## src/rtl/reflet_mem_bist_pkg.sv

```systemverilog
// rtl/reflet_mem_bist_pkg.sv - shared state encoding, index width and pattern helper for the memory BIST
package reflet_mem_bist_pkg;

  typedef enum logic [2:0] {
    ST_IDLE,
    ST_WRITE,
    ST_READ,
    ST_DRAIN,
    ST_DONE
  } state_e;

  // Word-index counter width; a one-word window still needs a 1-bit counter.
  function automatic int idx_width(input int n);
    return (n <= 1) ? 1 : $clog2(n);
  endfunction

  // Callers truncate the result to their data width (mod 2^word_size).
  function automatic logic [63:0] pattern_raw(input logic [63:0] seed,
                                              input logic [63:0] stride,
                                              input logic [63:0] index);
    return seed + index * stride;
  endfunction

endpackage

```

## src/rtl/reflet_mem_bist_pattern.sv

```systemverilog
// rtl/reflet_mem_bist_pattern.sv - combinational address and pattern generator for the memory BIST
module reflet_mem_bist_pattern
  import reflet_mem_bist_pkg::*;
#(
  parameter int                   word_size = 8,
  parameter int                   addr_size = 8,
  parameter int                   idx_w     = 2,
  parameter logic [addr_size-1:0] base_addr = 8'h80,
  parameter logic [word_size-1:0] seed      = 8'h5A,
  parameter logic [word_size-1:0] stride    = 8'h11
) (
  input  logic [idx_w-1:0]     addr_idx_i,
  input  logic [idx_w-1:0]     data_idx_i,
  input  logic                 invert_i,
  output logic [addr_size-1:0] addr_o,
  output logic [word_size-1:0] data_o
);

  logic [word_size-1:0] pat;

  // Address arithmetic wraps silently at the top of the address space.
  assign addr_o = base_addr + addr_size'(addr_idx_i);
  assign pat    = word_size'(pattern_raw(64'(seed), 64'(stride), 64'(data_idx_i)));
  assign data_o = pat ^ {word_size{invert_i}};

endmodule

```

## src/rtl/reflet_mem_bist.sv

```systemverilog
// rtl/reflet_mem_bist.sv - write/read-back/compare memory BIST initiator; REFLET_MEM_BIST_INVERT_EN adds an inverted second pass
module reflet_mem_bist
  import reflet_mem_bist_pkg::*;
#(
  parameter int                   word_size  = 8,
  parameter int                   addr_size  = 8,
  parameter logic [addr_size-1:0] base_addr  = 8'h80,
  parameter int                   array_size = 3,
  parameter logic [word_size-1:0] seed       = 8'h5A,
  parameter logic [word_size-1:0] stride     = 8'h11
) (
  input  logic                 clk,
  input  logic                 reset,
  input  logic                 start,
  output logic [addr_size-1:0] addr,
  output logic [word_size-1:0] data_out,
  output logic                 write_en,
  input  logic [word_size-1:0] data_in,
  output logic                 busy,
  output logic                 done,
  output logic                 pass
);

  localparam int               idx_w    = idx_width(array_size);
  localparam logic [idx_w-1:0] last_idx = idx_w'(array_size - 1);

  state_e           state_q, state_d;
  logic [idx_w-1:0] cnt_q, cnt_d;
  logic [idx_w-1:0] cmp_idx_q, cmp_idx_d;
  logic             cmp_valid_q, cmp_valid_d;
  logic             error_q, error_d;
  logic             done_q, done_d;
  logic             pass_q, pass_d;
  logic             inv_q;
  logic             finish;
  logic             mismatch;
  logic [idx_w-1:0] data_idx;
  logic [addr_size-1:0] gen_addr;
  logic [word_size-1:0] gen_data;

`ifdef REFLET_MEM_BIST_INVERT_EN
  logic inv_d;
`else
  assign inv_q = 1'b0;
`endif

  // Writes use the live counter; compares use the index delayed by the read latency.
  assign data_idx = (state_q == ST_WRITE) ? cnt_q : cmp_idx_q;

  reflet_mem_bist_pattern #(
    .word_size (word_size),
    .addr_size (addr_size),
    .idx_w     (idx_w),
    .base_addr (base_addr),
    .seed      (seed),
    .stride    (stride)
  ) u_pattern (
    .addr_idx_i (cnt_q),
    .data_idx_i (data_idx),
    .invert_i   (inv_q),
    .addr_o     (gen_addr),
    .data_o     (gen_data)
  );

  assign mismatch = cmp_valid_q && (data_in != gen_data);

  always_comb begin
    state_d     = state_q;
    cnt_d       = cnt_q;
    cmp_idx_d   = cnt_q;
    cmp_valid_d = 1'b0;
    error_d     = error_q | mismatch;
    done_d      = done_q;
    pass_d      = pass_q;
    finish      = 1'b0;
`ifdef REFLET_MEM_BIST_INVERT_EN
    inv_d       = inv_q;
`endif
    case (state_q)
      ST_IDLE, ST_DONE: begin
        if (start) begin
          state_d = ST_WRITE;
          cnt_d   = '0;
          error_d = 1'b0;
          done_d  = 1'b0;
          pass_d  = 1'b0;
`ifdef REFLET_MEM_BIST_INVERT_EN
          inv_d   = 1'b0;
`endif
        end
      end
      ST_WRITE: begin
        cnt_d = cnt_q + idx_w'(1);
        if (cnt_q == last_idx) begin
          state_d = ST_READ;
          cnt_d   = '0;
        end
      end
      ST_READ: begin
        cmp_valid_d = 1'b1;
        cnt_d       = cnt_q + idx_w'(1);
        if (cnt_q == last_idx) begin
          state_d = ST_DRAIN;
          cnt_d   = '0;
        end
      end
      ST_DRAIN: begin
`ifdef REFLET_MEM_BIST_INVERT_EN
        if (!inv_q) begin
          state_d = ST_WRITE;
          cnt_d   = '0;
          inv_d   = 1'b1;
        end else begin
          finish = 1'b1;
        end
`else
        finish = 1'b1;
`endif
      end
      default: state_d = ST_IDLE;
    endcase
    if (finish) begin
      state_d = ST_DONE;
      done_d  = 1'b1;
      pass_d  = !error_d;
    end
  end

  always_ff @(posedge clk) begin
    if (!reset) begin
      state_q     <= ST_IDLE;
      cnt_q       <= '0;
      cmp_idx_q   <= '0;
      cmp_valid_q <= 1'b0;
      error_q     <= 1'b0;
      done_q      <= 1'b0;
      pass_q      <= 1'b0;
    end else begin
      state_q     <= state_d;
      cnt_q       <= cnt_d;
      cmp_idx_q   <= cmp_idx_d;
      cmp_valid_q <= cmp_valid_d;
      error_q     <= error_d;
      done_q      <= done_d;
      pass_q      <= pass_d;
    end
  end

`ifdef REFLET_MEM_BIST_INVERT_EN
  always_ff @(posedge clk) begin
    if (!reset) inv_q <= 1'b0;
    else        inv_q <= inv_d;
  end
`endif

  // The bus is OR-combined, so every output is forced to zero when not driving.
  assign write_en = (state_q == ST_WRITE);
  assign addr     = (state_q == ST_WRITE || state_q == ST_READ) ? gen_addr : '0;
  assign data_out = write_en ? gen_data : '0;
  assign busy     = (state_q == ST_WRITE) || (state_q == ST_READ) || (state_q == ST_DRAIN);
  assign done     = done_q;
  assign pass     = pass_q;

endmodule

```

## config.mk

```make
export PLATFORM = sky130hd
export DESIGN_NAME = reflet_mem_bist
export DESIGN_NICKNAME = d
export VERILOG_FILES = /design/src/rtl/reflet_mem_bist_pkg.sv /design/src/rtl/reflet_mem_bist_pattern.sv /design/src/rtl/reflet_mem_bist.sv
export SDC_FILE = /design/constraint.sdc
export NUM_CORES = 1
export LEC_CHECK = 0
export ABC_AREA = 1
export CAP_MARGIN = 15
export CELL_PAD_IN_SITES_DETAIL_PLACEMENT = 1
export CELL_PAD_IN_SITES_GLOBAL_PLACEMENT = 2
export CORE_UTILIZATION = 31
export CTS_BUF_LIST = sky130_fd_sc_hd__clkbuf_8 sky130_fd_sc_hd__clkbuf_16
export DETAILED_ROUTE_END_ITERATION = 8
export DONT_BUFFER_PORTS = 1
export GPL_TIMING_DRIVEN = 0
export PLACE_DENSITY = 0.82
export SETUP_SLACK_MARGIN = 0.15
export SLEW_MARGIN = 40
export SYNTH_ARGS = -nofsm -noshare
export SYNTH_HDL_FRONTEND = slang
export SYNTH_SLANG_ARGS = --single-unit
```

## constraint.sdc

```tcl
create_clock -name clk -period 3.64 [get_ports clk]
set_input_delay 0.91 -clock clk [delete_from_list [all_inputs] [get_ports clk]]
set_output_delay 0.91 -clock clk [all_outputs]
set_load 0.005 [all_outputs]
```

# ---- Word level (Yosys, flattened, before mapping)
# Index checks and enable logic that the tools add are counted.
dict set report classes {
  add_sub_neg 3
  multipliers 1
  eq_ne 13
  muxes 19
  bitwise 3
  reduce_logical 15
}
# op n
set op_table {}
lappend op_table {{$mux W8} 2}
lappend op_table {{$mux W3} 4}
lappend op_table {{$pmux W3 S4} 1}
lappend op_table {{$add A7 B7 Y8 const A} 1}
lappend op_table {{$add A8 B2 Y8 const A} 1}
lappend op_table {{$mux W1} 8}
lappend op_table {{$ne A8 B8 Y1} 1}
lappend op_table {{$reduce_and A4 Y1} 2}
lappend op_table {{$mul A2 B5 Y7 const B} 1}
lappend op_table {{$eq A3 B2 Y1 const B} 2}
lappend op_table {{$mux W2} 3}
lappend op_table {{$ne A2 B2 Y1 const B} 3}
lappend op_table {{$ne A3 B3 Y1 const B} 2}
lappend op_table {{$reduce_bool A2 Y1} 3}
lappend op_table {{$reduce_or A2 Y1} 3}
lappend op_table {{$pmux W2 S2} 1}
lappend op_table {{$reduce_and A2 Y1} 2}
lappend op_table {{$eq A3 B1 Y1 const B} 1}
lappend op_table {{$eq A3 B3 Y1 const B} 1}
lappend op_table {{$logic_not A3 Y1} 1}
lappend op_table {{$ne A3 B1 Y1 const B} 1}
lappend op_table {{$add A2 B1 Y2 const B} 1}
lappend op_table {{$eq A2 B2 Y1 const B} 1}
lappend op_table {{$logic_or A1 B1 Y1} 2}
lappend op_table {{5 further kinds} 6}
dict set report word_totals {
  register_bits 11
  input_bits 11
}

# ---- Logic depth before layout (Yosys ltp)
dict set report depth {
  depth_word 11
  depth_mapped 19
}

# ---- Hierarchy
# From an unflattened synthesis, not the netlist that was laid out.
dict set report hier_totals {
  hier_cells 171
  area_unflattened_um2 949.7
}
# mod n_inst cells_per_inst area_each_um2 seq_area_each_um2
set modules_own_cells {}
lappend modules_own_cells {reflet_mem_bist 1 133 760.7 220.2}
lappend modules_own_cells {reflet_mem_bist_pattern 1 38 188.9 0.0}

# ---- Least setup slack after synthesis
# Ideal clock, no wire load.
dict set report synth_timing {
  path_kind {reg2out}
  startpoint {register state_q[2]}
  endpoint {output data_out[5]}
  arrival_ns 1.205
  required_time_ns 2.730
  setup_slack_ns 1.525
  path_stages_with_launch 8
  cell_sequence {dfxtp_1 > nor2_4 > nand3_1 > nand2_2 > inv_1 > ha_1 > inv_1 > nor2_1}
}
dict set report synth_via {
  elab_chain_cells 5
}
# item line_no
set synth_rtl {}
lappend synth_rtl {{from (decl)} reflet_mem_bist.sv:27} ;# state_e state_q, state_d;
lappend synth_rtl {{from (signal assigned)} reflet_mem_bist.sv:139} ;# state_q <= state_d;
lappend synth_rtl {{$eq A3 B1 Y1 *} {reflet_mem_bist.sv:48, reflet_mem_bist.sv:157}}
lappend synth_rtl {{$mux W2} reflet_mem_bist.sv:48} ;# assign data_idx = (state_q == ST_WRITE) ? cnt_q : cmp_idx_q;
lappend synth_rtl {{$mul A2 B5 Y7} reflet_mem_bist_pkg.sv:21} ;# return seed + index * stride;
lappend synth_rtl {{$add A7 B7 Y8} reflet_mem_bist_pkg.sv:21}
lappend synth_rtl {{$mux W8 *} reflet_mem_bist.sv:159} ;# assign data_out = write_en ? gen_data : '0;
lappend synth_rtl {{to (decl)} reflet_mem_bist.sv:16} ;# output logic [word_size-1:0] data_out,
# Every way passes the cells marked *; elsewhere a longest branch is shown, timed or not.

# ---- Final worst setup path
# Ends and elaborated chain as after synthesis.

==> metrics.txt <==
outcome completed; root buf cell clkbuf_8; Hold Fails Final Rpt 0; Core ar. between 2000 and 2500 um^2; hold buffer count at CTS 0; hold path depth 2; DRC 0; RR Startpoint state_q[2]; drt pass-1 iters 4; MaxCap Viol Count 0; fraction of the yosys area taken by sequential cells 29.6%; flops & latches, synth 11; r2r worst-path depth 17; GRT overflow 0; first-pass GRT wire length 2770 um; Ports 31; effective utilization at floorplan roughly 33%; register-to-register setup slack 1.56 ns; RSZ-0062 raised after global routing false; CP startpoint state_q[2]; CTS tree yes; clock slew at reported path FFs roughly 0.050 ns; post-layout min period around 2.5 ns; placed insts approximately 150; final core utilization 37.5%; antenna-violating nets left 0; Final GP Congestion slightly above 0.7; I/O Buffers 0; Die Span X 51.0 um; vias per cell between 4 and 5; clk_lat worst skew between 0.2 and 0.25 ns; Clock Path Buffers 2; Starting DRT DRC Count 2; Min Hold Slack 0.441 ns; highest clock rate about 400 MHz; skew final 0.00310 ns; hold endpoint cmp_idx_q[1]; max-slew violation count 0; Antenna diodes 0; PD cells about 730 nW/um^2; Synth Instances between 100 and 150; Syn-to-layout area delta 12.8%; Critical R2R Capture error_q; total power 0.000612 W; placed wire-length estimate between 1000 and 1500 um; Final setup viols 0; nets between 100 and 150; post-CTS resize count 0; setup TNS 0 ns; vias in the first global route about 700; largest net degree at the start of global routing 11; Required @ worst endpoint 2.73 ns; post-CTS setup buffer count 0; Setup CP Type reg2out; library cells used by synthesis 18; Worst EP arrival approximately 1.6 ns; Crit Path Max Fanout 4; antenna violations before repair 0; FP Rows 17; period utilisation layout 69.0%; most frequent cells in the layout nand2_1 (32), inv_1 (28), nor2_1 (18); CP Capture Type primary output; number of H-tree levels 1; Tightest Hold Check Type reg2reg; Syn Area/Cell 6.09 um^2; WL/cell 10.3 um; CTS Sinks 11; total CTS buffers 3; Die Footprint about 2600 um^2; yosys synthesis warning count 0; hold_sp cmp_idx_d[1]; most common cell after layout, fill and taps aside nand2_1; final WL around 1600 um; GR Util All Layers between 10% and 20%; Leak approximately 0.49 nW; Mapped Area ~740 um^2; Non-Filler Instances 158; layout cells sized above 1 roughly 15%; Worst setup SP type flip-flop; die height between 50 and 60 um; Vias ~700; peak supply drop 0.000294 V
worst max-delay path by stage:
stage	endpoint	slack, ns	depth (start not counted)
2_1_floorplan	data_out[5]	1.53	7
3_3_place_gp	data_out[5]	1.37	7
3_5_place_dp	data_out[5]	1.35	7
4_1_cts	data_out[5]	1.09	7
5_1_grt	data_out[5]	1.0	7
6_report	data_out[5]	1.13	7
critical path: stages, from the launching register on:
cell and delay (ns):
dfxtp_1 0.35, nor2_4 0.16, nand3_1 0.19, nand2_2 0.14, inv_1 0.05, ha_1 0.28, inv_1 0.05, nor2_1 0.12
final cells by class:
cell class | instances | area (um^2)
Buffer | 7 | 50.0
Clock buffer | 3 | 41.3
Clock inverter | 1 | 3.75
Fill cell | 319 | 1400
Inverter | 28 | 105
Multi-Input combinational cell | 80 | 383
Sequential cell | 11 | 220
Tap cell | 28 | 35.0
synthesized netlist by cell type:
master | n | area [um^2]
nand2_1 | 32 | 120
inv_1 | 27 | 101
nor2_1 | 18 | 67.6
dfxtp_1 | 11 | 220
a21oi_1 | 7 | 35.0
nand3_1 | 7 | 35.0
buf_4 | 6 | 45.0
nand2_4 | 3 | 33.8
nand2_2 | 2 | 12.5
buf_2 | 1 | 5.00
conb_1 | 1 | 3.75
ha_1 | 1 | 12.5
inv_2 | 1 | 3.75
nor2_2 | 1 | 6.26
nor2_4 | 1 | 11.3
o211a_1 | 1 | 10.0
o22ai_2 | 1 | 12.5
o31ai_1 | 1 | 7.51
layer usage:
metal	wire (um)	vias up	part of all wire, %	track usage (%)
li1	-	364	-	-
met1	677	309	42	15.1
met2	823	19	51	25.4
met3	96	4	5.9	3.27
met4	23	0	1.4	8.33
met5	0	-	0	0
power breakdown:
part,switching [W],total [W],internal [W],leakage [nW]
Clock,0.0000438,0.000118,0.0000738,0.0269
Combinational,0.000222,0.000328,0.000107,0.370
Sequential,0.0000179,0.000166,0.000148,0.0896
through the flow:
stage                     setup slack (ns)  instance area, um^2
final                                 1.13                  838
after global routing                 0.995                  838
after CTS                             1.09                  838
after detailed placement              1.35                  793
after global placement                1.37                  793
after floorplan                       1.53                  758
flip-flops by register name (all words and copies together), names as in the netlist:
name	count
done	1
state_q	3
cmp_valid_q	1
error_q	1
cmp_idx_d	2
cmp_idx_q	2
pass	1
cell families after synthesis:
kind of cell	synth area share [%]
other	0.505
AOI/OAI and AO/OA	8.75
adders and majority gates	1.68
and+or+nand+nor	38.6
buffers and inverters	20.9
DFF	29.6
No activity file was read; power rests on OpenSTA's default activity.
